===== src/rtl/diff_sub_pipe_if.sv =====
// Sample/result bundle for the first-difference pipeline.
// The master drives samples and control; the slave (the datapath) returns results.
interface diff_sub_pipe_if #(
    parameter int W = 4
);
    logic         clr;
    logic         din_valid;
    logic [W-1:0] din;
    logic         sign_mode;
    logic         sat_en;
    logic         dout_valid;
    logic [W-1:0] dout;
    logic         ovf;

    modport master (
        output clr, din_valid, din, sign_mode, sat_en,
        input  dout_valid, dout, ovf
    );

    modport slave (
        input  clr, din_valid, din, sign_mode, sat_en,
        output dout_valid, dout, ovf
    );
endinterface


===== src/rtl/diff_sub_pipe.sv =====
// Two-stage first-difference pipeline: y[n] = x[n] - x[n-1].
// Stage 1 forms a (W+1)-bit difference; stage 2 detects overflow and wraps or clamps.
// Control is a plain valid shift chain; the history holds raw input bits.
module diff_sub_pipe #(
    parameter int W = 4
) (
    input  logic             clk,
    input  logic             rst_n,
    diff_sub_pipe_if.slave   bus
);

    logic [W-1:0] hist;
    logic [W-1:0] base;
    logic [W:0]   din_ext;
    logic [W:0]   base_ext;

    logic         s1_valid;
    logic [W:0]   s1_diff;
    logic         s1_sign;
    logic         s1_sat;

    logic         s2_ovf;
    logic [W-1:0] s2_res;

    logic [W-1:0] sat_pos;
    logic [W-1:0] sat_neg;

    // Extend the incoming sample and its differencing base per the sample's mode;
    // a clear alongside a sample makes that sample difference against zero.
    always_comb begin
        base     = bus.clr ? '0 : hist;
        din_ext  = bus.sign_mode ? {bus.din[W-1], bus.din} : {1'b0, bus.din};
        base_ext = bus.sign_mode ? {base[W-1], base} : {1'b0, base};
    end

    // History register: captures every valid sample, cleared by clr when idle.
    always_ff @(posedge clk or negedge rst_n) begin
        if (!rst_n) begin
            hist <= '0;
        end else if (bus.din_valid) begin
            hist <= bus.din;
        end else if (bus.clr) begin
            hist <= '0;
        end
    end

    // Stage 1: register the full-precision difference and the sample's modes.
    always_ff @(posedge clk or negedge rst_n) begin
        if (!rst_n) begin
            s1_valid <= 1'b0;
            s1_diff  <= '0;
            s1_sign  <= 1'b0;
            s1_sat   <= 1'b0;
        end else begin
            s1_valid <= bus.din_valid;
            if (bus.din_valid) begin
                s1_diff <= din_ext - base_ext;
                s1_sign <= bus.sign_mode;
                s1_sat  <= bus.sat_en;
            end
        end
    end

    // Overflow detection and wrap/saturate selection for the stage-1 difference.
    always_comb begin
        sat_pos = {1'b0, {(W-1){1'b1}}};
        sat_neg = {1'b1, {(W-1){1'b0}}};
        s2_res  = s1_diff[W-1:0];
        if (s1_sign) begin
            // Signed result fits iff the extra top bit agrees with the W-bit sign.
            s2_ovf = s1_diff[W] ^ s1_diff[W-1];
            if (s1_sat && s2_ovf) begin
                s2_res = s1_diff[W] ? sat_neg : sat_pos;
            end
        end else begin
            // Unsigned difference overflows only by borrowing below zero.
            s2_ovf = s1_diff[W];
            if (s1_sat && s2_ovf) begin
                s2_res = '0;
            end
        end
    end

    // Stage 2: publish result; dout/ovf hold their value between results.
    always_ff @(posedge clk or negedge rst_n) begin
        if (!rst_n) begin
            bus.dout_valid <= 1'b0;
            bus.dout       <= '0;
            bus.ovf        <= 1'b0;
        end else begin
            bus.dout_valid <= s1_valid;
            if (s1_valid) begin
                bus.dout <= s2_res;
                bus.ovf  <= s2_ovf;
            end
        end
    end

endmodule


===== src/flat_wrapper.sv =====
// flat-port wrapper written by rule: the top's interface ports become plain ports
module diff_sub_pipe_flat 
#(
    parameter int W = 4
)
  (clk, rst_n, bus_clr, bus_din_valid, bus_din, bus_sign_mode, bus_sat_en, bus_dout_valid, bus_dout, bus_ovf);
  diff_sub_pipe_if #(.W(W)) bus_i ();
  input  logic clk;
  input  logic rst_n;
  input wire logic [$bits(bus_i.clr)-1:0] bus_clr;
  input wire logic [$bits(bus_i.din_valid)-1:0] bus_din_valid;
  input wire logic [$bits(bus_i.din)-1:0] bus_din;
  input wire logic [$bits(bus_i.sign_mode)-1:0] bus_sign_mode;
  input wire logic [$bits(bus_i.sat_en)-1:0] bus_sat_en;
  output wire logic [$bits(bus_i.dout_valid)-1:0] bus_dout_valid;
  output wire logic [$bits(bus_i.dout)-1:0] bus_dout;
  output wire logic [$bits(bus_i.ovf)-1:0] bus_ovf;
  assign bus_i.clr = bus_clr;
  assign bus_i.din_valid = bus_din_valid;
  assign bus_i.din = bus_din;
  assign bus_i.sign_mode = bus_sign_mode;
  assign bus_i.sat_en = bus_sat_en;
  assign bus_dout_valid = bus_i.dout_valid;
  assign bus_dout = bus_i.dout;
  assign bus_ovf = bus_i.ovf;
  diff_sub_pipe #(.W(W)) u_core (.clk(clk), .rst_n(rst_n), .bus(bus_i));
endmodule

===== config.mk =====
export PLATFORM = sky130hd
export DESIGN_NAME = diff_sub_pipe_flat
export DESIGN_NICKNAME = d
export VERILOG_FILES = /design/src/rtl/diff_sub_pipe_if.sv /design/src/rtl/diff_sub_pipe.sv /design/src/flat_wrapper.sv
export SDC_FILE = /design/constraint.sdc
export NUM_CORES = 1
export LEC_CHECK = 0
export CAP_MARGIN = 10
export CORE_UTILIZATION = 50
export CTS_CLUSTER_DIAMETER = 200
export DETAILED_ROUTE_END_ITERATION = 6
export PLACE_DENSITY_LB_ADDON = 0.12
export SETUP_SLACK_MARGIN = 0.15
export SKIP_LAST_GASP = 1
export SLEW_MARGIN = 20
export SYNTH_ARGS = -nofsm -noshare
export SYNTH_HDL_FRONTEND = slang
export SYNTH_SLANG_ARGS = --single-unit

===== constraint.sdc =====
create_clock -name clk -period 2.2 [get_ports clk]
set_input_delay 0.55 -clock clk [delete_from_list [all_inputs] [get_ports clk]]
set_output_delay 0.55 -clock clk [all_outputs]
set_load 0.02 [all_outputs]

==> Word-level counts from Yosys, hierarchy flattened <==
Cells that the tools add are included.
{ "word_totals": {"regBits": 18, "in_bits": 10, "out_inout_bits": 6, "elab_cells": 21} }
{ "op_classes": {"addsub": 1, "muxes": 9, "bitwise_logic": 1, "reduce_logical": 2} }
{ "ops": {"columns": ["op", "count"], "rows": [
  ["two-way mux 4 bit", 6],
  ["two-way mux 5 bit", 2],
  ["subtractor 5 bit", 1],
  ["logical AND 1 bit", 2],
  ["two-way mux 1 bit", 1],
  ["XOR 1 bit", 1]
]} }

==> Logic depth before layout (Yosys ltp) <==
{ "depth": {"word_depth": 4, "ltp_mapped": 8, "mapped_depth_nobuf": 8} }

==> Least setup slack after synthesis <==
Ideal clock, no wire load.
{ "synth_timing": {"path_kind": "input -> register", "from": "input bus_clr", "to": "register u_core.s1_diff[4]", "setup_time_ps": 125, "arrival_ps": 1826, "required_ps": 2075, "slack_ps": 249, "cell_stages": 8, "path_cell_list": "and2b_1 ha_1 inv_1 fa_1 a21o_1 a21oi_1 xnor2_1 a21oi_1"} }
{ "synth_between": {"elab_chain_cells": 3} }
{ "synth_lines": {"columns": ["element", "line", "text"], "rows": [
  ["start, declared", "flat_wrapper.sv:10", "input wire logic [$bits(bus_i.clr)-1:0] bus_clr;"],
  ["two-way mux 4 bit", null, null],
  ["two-way mux 5 bit", "diff_sub_pipe.sv:33", "base_ext = bus.sign_mode ? {base[W-1], base} : {1'b0, base};"],
  ["subtractor 5 bit", "diff_sub_pipe.sv:57", "s1_diff <= din_ext - base_ext;"],
  ["end signal, assigned", "diff_sub_pipe.sv:57", null],
  ["end, declared", "diff_sub_pipe.sv:18", "logic [W:0] s1_diff;"]
]} }
Every way passes these cells.
A chain may end at the register's enable or synchronous reset.

==> Worst setup path after layout <==
{ "layout_timing": {"from": "input bus_din[0]", "to": "register u_core.s1_diff[4]"} }
{ "layout_between": {"elab_chain_cells": 2} }
{ "layout_lines": {"columns": ["element", "line", "text"], "rows": [
  ["start, declared", "flat_wrapper.sv:12", "input wire logic [$bits(bus_i.din)-1:0] bus_din;"],
  ["two-way mux 5 bit", "diff_sub_pipe.sv:32", "din_ext = bus.sign_mode ? {bus.din[W-1], bus.din} : {1'b0, bus.din};"],
  ["subtractor 5 bit", "diff_sub_pipe.sv:57", null]
]} }
Every way passes these cells.

==> flow_summary.yaml <==
timing:
  slew_viol_final: 0
  finalSetupViolCount: 0
  finalCritPeriodShare_pct: 89.04
  fin_skew_ns: 0.0008965
  timing_hold_violations_final: 0
  relSlewSlack_pct: 73.56
  period_minus_slack_ns: 1.959
  rsz0062_at_grt: "no"
  fmax_mhz: 510.5
  worst_pin_slew_ns: 0.3953
routing:
  drt_iter0_drc: 18
  postRouteAntennaNets: 0
  vias: 695
  drcViolationCount: 0
  finalWirelength_um: 1749
  drt-wirelength-per-cell_um: 13.35
  dr.pass1.iters: 4
  viasPerCell: 5.305
synth:
  yosysSeqAreaShare_pct: 50.21
  synthCells: 85
  synth_warnings: 0
  syn_area_um2: 897.1
  synth_nets: 100
  ys_ff_latch: 18
  synth.distinct_cells: 27
  syn_avg_cell_area_um2: 10.55
critical_path:
  critPathMaxFanout: 2
  end_kind: "flip-flop"
  crit_arrival_ns: 2.14
  crit_path_start_kind: "input port"
  cp.required_ns: 2.38
  critPathKind: "in -> reg"
outcome:
  status: "finished, final reports clean"
power_and_ir_drop:
  pwr-share-comb_pct: 27.4
  fin_total_pwr_mw: 0.8611
  cellPowerDensity_mw_per_mm2: 747.3
  ir_worst_vdd_mv: 0.5358
  leakagePower_nw: 0.5176
  swShare_pct: 29.67
  seq_power_share_pct: 48.3
  p_clk_share_pct: 24.3
  intPower_mw: 0.6057
  switching_power_mw: 0.2555
global_route:
  grt.total_usage_pct: 21.78
  antenna_found_initial: 0
  grt_overflow: 0
  grt_first_pass_wirelength_um: 2987
  grt_pass1_vias: 681
  grt_max_degree: 19
clock_tree:
  clkLatencyLatePin_ns: 0.30
  cts_tree: "done"
  cts_buffers: 3
  hold_buffers: 0
  clkTransAtPathRegs_ns: 0.10
  cts_sinks: 18
  cts_root_buffer: "clkbuf_4"
  htree_levels: 1
  cts.path.max_buffers: 2
die:
  num_io_pins: 16
  dieArea_mm2: 0.001968
  coreArea_mm2: 0.001594
  start_util_pct: 56.28
  die_h_um: 44.36
  row_count: 14
  die_w_um: 44.36
layout:
  instances_no_fill: 131
  syn_to_final_growth_pct: 28.45
  antenna_cells: 0
  drive_gt1_share_pct: 20.56
  fin_util_pct: 72.29
  layout.nets: 123
place:
  gp_congestion: 0.8468
  portBuffers: 15
  place_hpwl_um: 1207
  dp.cells: 126
run:
  max_cap_violations: 0
worst_hold_path:
  hold_class: "reg -> reg"
## state kept, by name, indices dropped and copies added (netlist names)
register and count:
u_core.bus.ovf 1, u_core.s1_diff 5, u_core.bus.dout_valid 1, u_core.s1_sat 1, u_core.s1_valid 1, u_core.s1_sign 1
u_core.bus.dout 4, u_core.hist 4
## cell usage in the layout (no fill, tap or decap), types with 2 or more instances in the layout
master / n
ha_1: 3
nand2b_1: 3
o21ai_0: 5
nand2_1: 11
nor2_1: 7
mux2_2: 7
dfrtp_1: 18
buf_4: 6
o21a_1: 2
a21oi_1: 6
clkdlybuf4s50_1: 14
xnor2_1: 2
clkbuf_4: 3
inv_1: 3
## critical path, cell delays in order
cell	delay (ns)
clkdlybuf4s50_1	0.41
inv_1	0.06
ha_2	0.16
inv_1	0.05
fa_2	0.34
a21o_1	0.18
a21oi_2	0.16
xnor2_1	0.14
a21oi_1	0.08
## Yosys cell counts
master,n,area share [%]
dfrtp_1,18,50
nand2_1,11,4.6
a21oi_1,7,3.9
mux2_2,7,8.8
nor2_1,7,2.9
o21ai_0,5,2.8
ha_1,4,5.6
inv_1,3,1.3
nand2b_1,3,2.1
o21a_1,2,1.7
xnor2_1,2,2.0
a21bo_2,1,1.1
a21o_1,1,0.84
a31oi_1,1,0.70
and2b_1,1,0.84
and3_1,1,0.70
buf_1,1,0.42
buf_2,1,0.56
clkbuf_2,1,0.56
fa_1,1,2.2
mux2i_1,1,1.1
nand2b_4,1,1.5
nand3_1,1,0.56
nor2b_1,1,0.70
nor3_1,1,0.56
o31ai_1,1,0.84
xor2_1,1,0.98
## layer usage
metal | share of wire (%) | routed length (um) | global-route usage, % | vias to the layer above
met5 | 0 | 0 | 0 | -
met4 | 2.5 | 44 | 12.73 | 0
met3 | 4.8 | 84 | 2.857 | 5
met2 | 47 | 829 | 35.00 | 21
met1 | 45 | 791 | 28.23 | 337
li1 | - | - | - | 332
## path summary, 6_finish.rpt
path / startpoint / end / slack [ns] / cells after the start
min reg2reg: u_core.bus.dout[1] / u_core.bus.dout[1] / 0.52 / 1
max: bus_din[0] / u_core.s1_diff[4] / 0.24 / 9
min in group asynchronous: rst_n / u_core.hist[3] / 0.56 / 2
max in group asynchronous: rst_n / u_core.s1_sign / 1.45 / 2
max reg2reg: u_core.hist[0] / u_core.s1_diff[4] / 0.48 / 8
min: u_core.bus.dout[1] / u_core.bus.dout[1] / 0.52 / 1
## layout make-up
class | count | area [um^2]
timing repair buffer | 21 | 193.9
fill | 119 | 441.7
tap | 24 | 30.03
sequential | 18 | 450.4
multi-input combinational | 61 | 430.4
clock buffer | 4 | 36.28
inverter | 3 | 11.26
## per-stage QoR
step / setup TNS (ns) / area [um^2] / worst slack (ns) / hold slack, ns
after floorplan: 0 / 897.1 / 0.2488 / 0.2544
after global placement: -0.4883 / 1101 / -0.2145 / 0.4916
after detailed placement: -0.6440 / 1101 / -0.2777 / 0.4981
after CTS: 0 / 1152 / 0.2450 / 0.5185
after global routing: 0 / 1152 / 0.1588 / 0.5393
final: 0 / 1152 / 0.2412 / 0.5178
## power by group through the flow
stage / combinational, mW / sequential [mW] / clock [mW]
finish: 0.236 / 0.416 / 0.209
detailed placement: 0.231 / 0.422 / 0
global placement: 0.226 / 0.419 / 0
floorplan: 0.109 / 0.440 / 0
CTS: 0.236 / 0.415 / 0.213
global route: 0.259 / 0.422 / 0.225
## cells by family after synthesis
group / count (synthesis) / synth area share (%)
AO/OA/AOI/OAI: 18 / 11.85
XOR/XNOR: 3 / 2.929
adder cells (fa/ha/maj): 5 / 7.811
buffers and inverters: 6 / 2.788
flip-flops: 18 / 50.21
multiplexers: 8 / 9.903
AND/OR/NAND/NOR: 27 / 14.51
## what timing repair did
item	CTS	global route
setup endpoints to repair	2	1
pin swaps	6	4
resized for setup	4	0
buffers inserted	1	0
No activity file was read; power rests on OpenSTA's default activity.
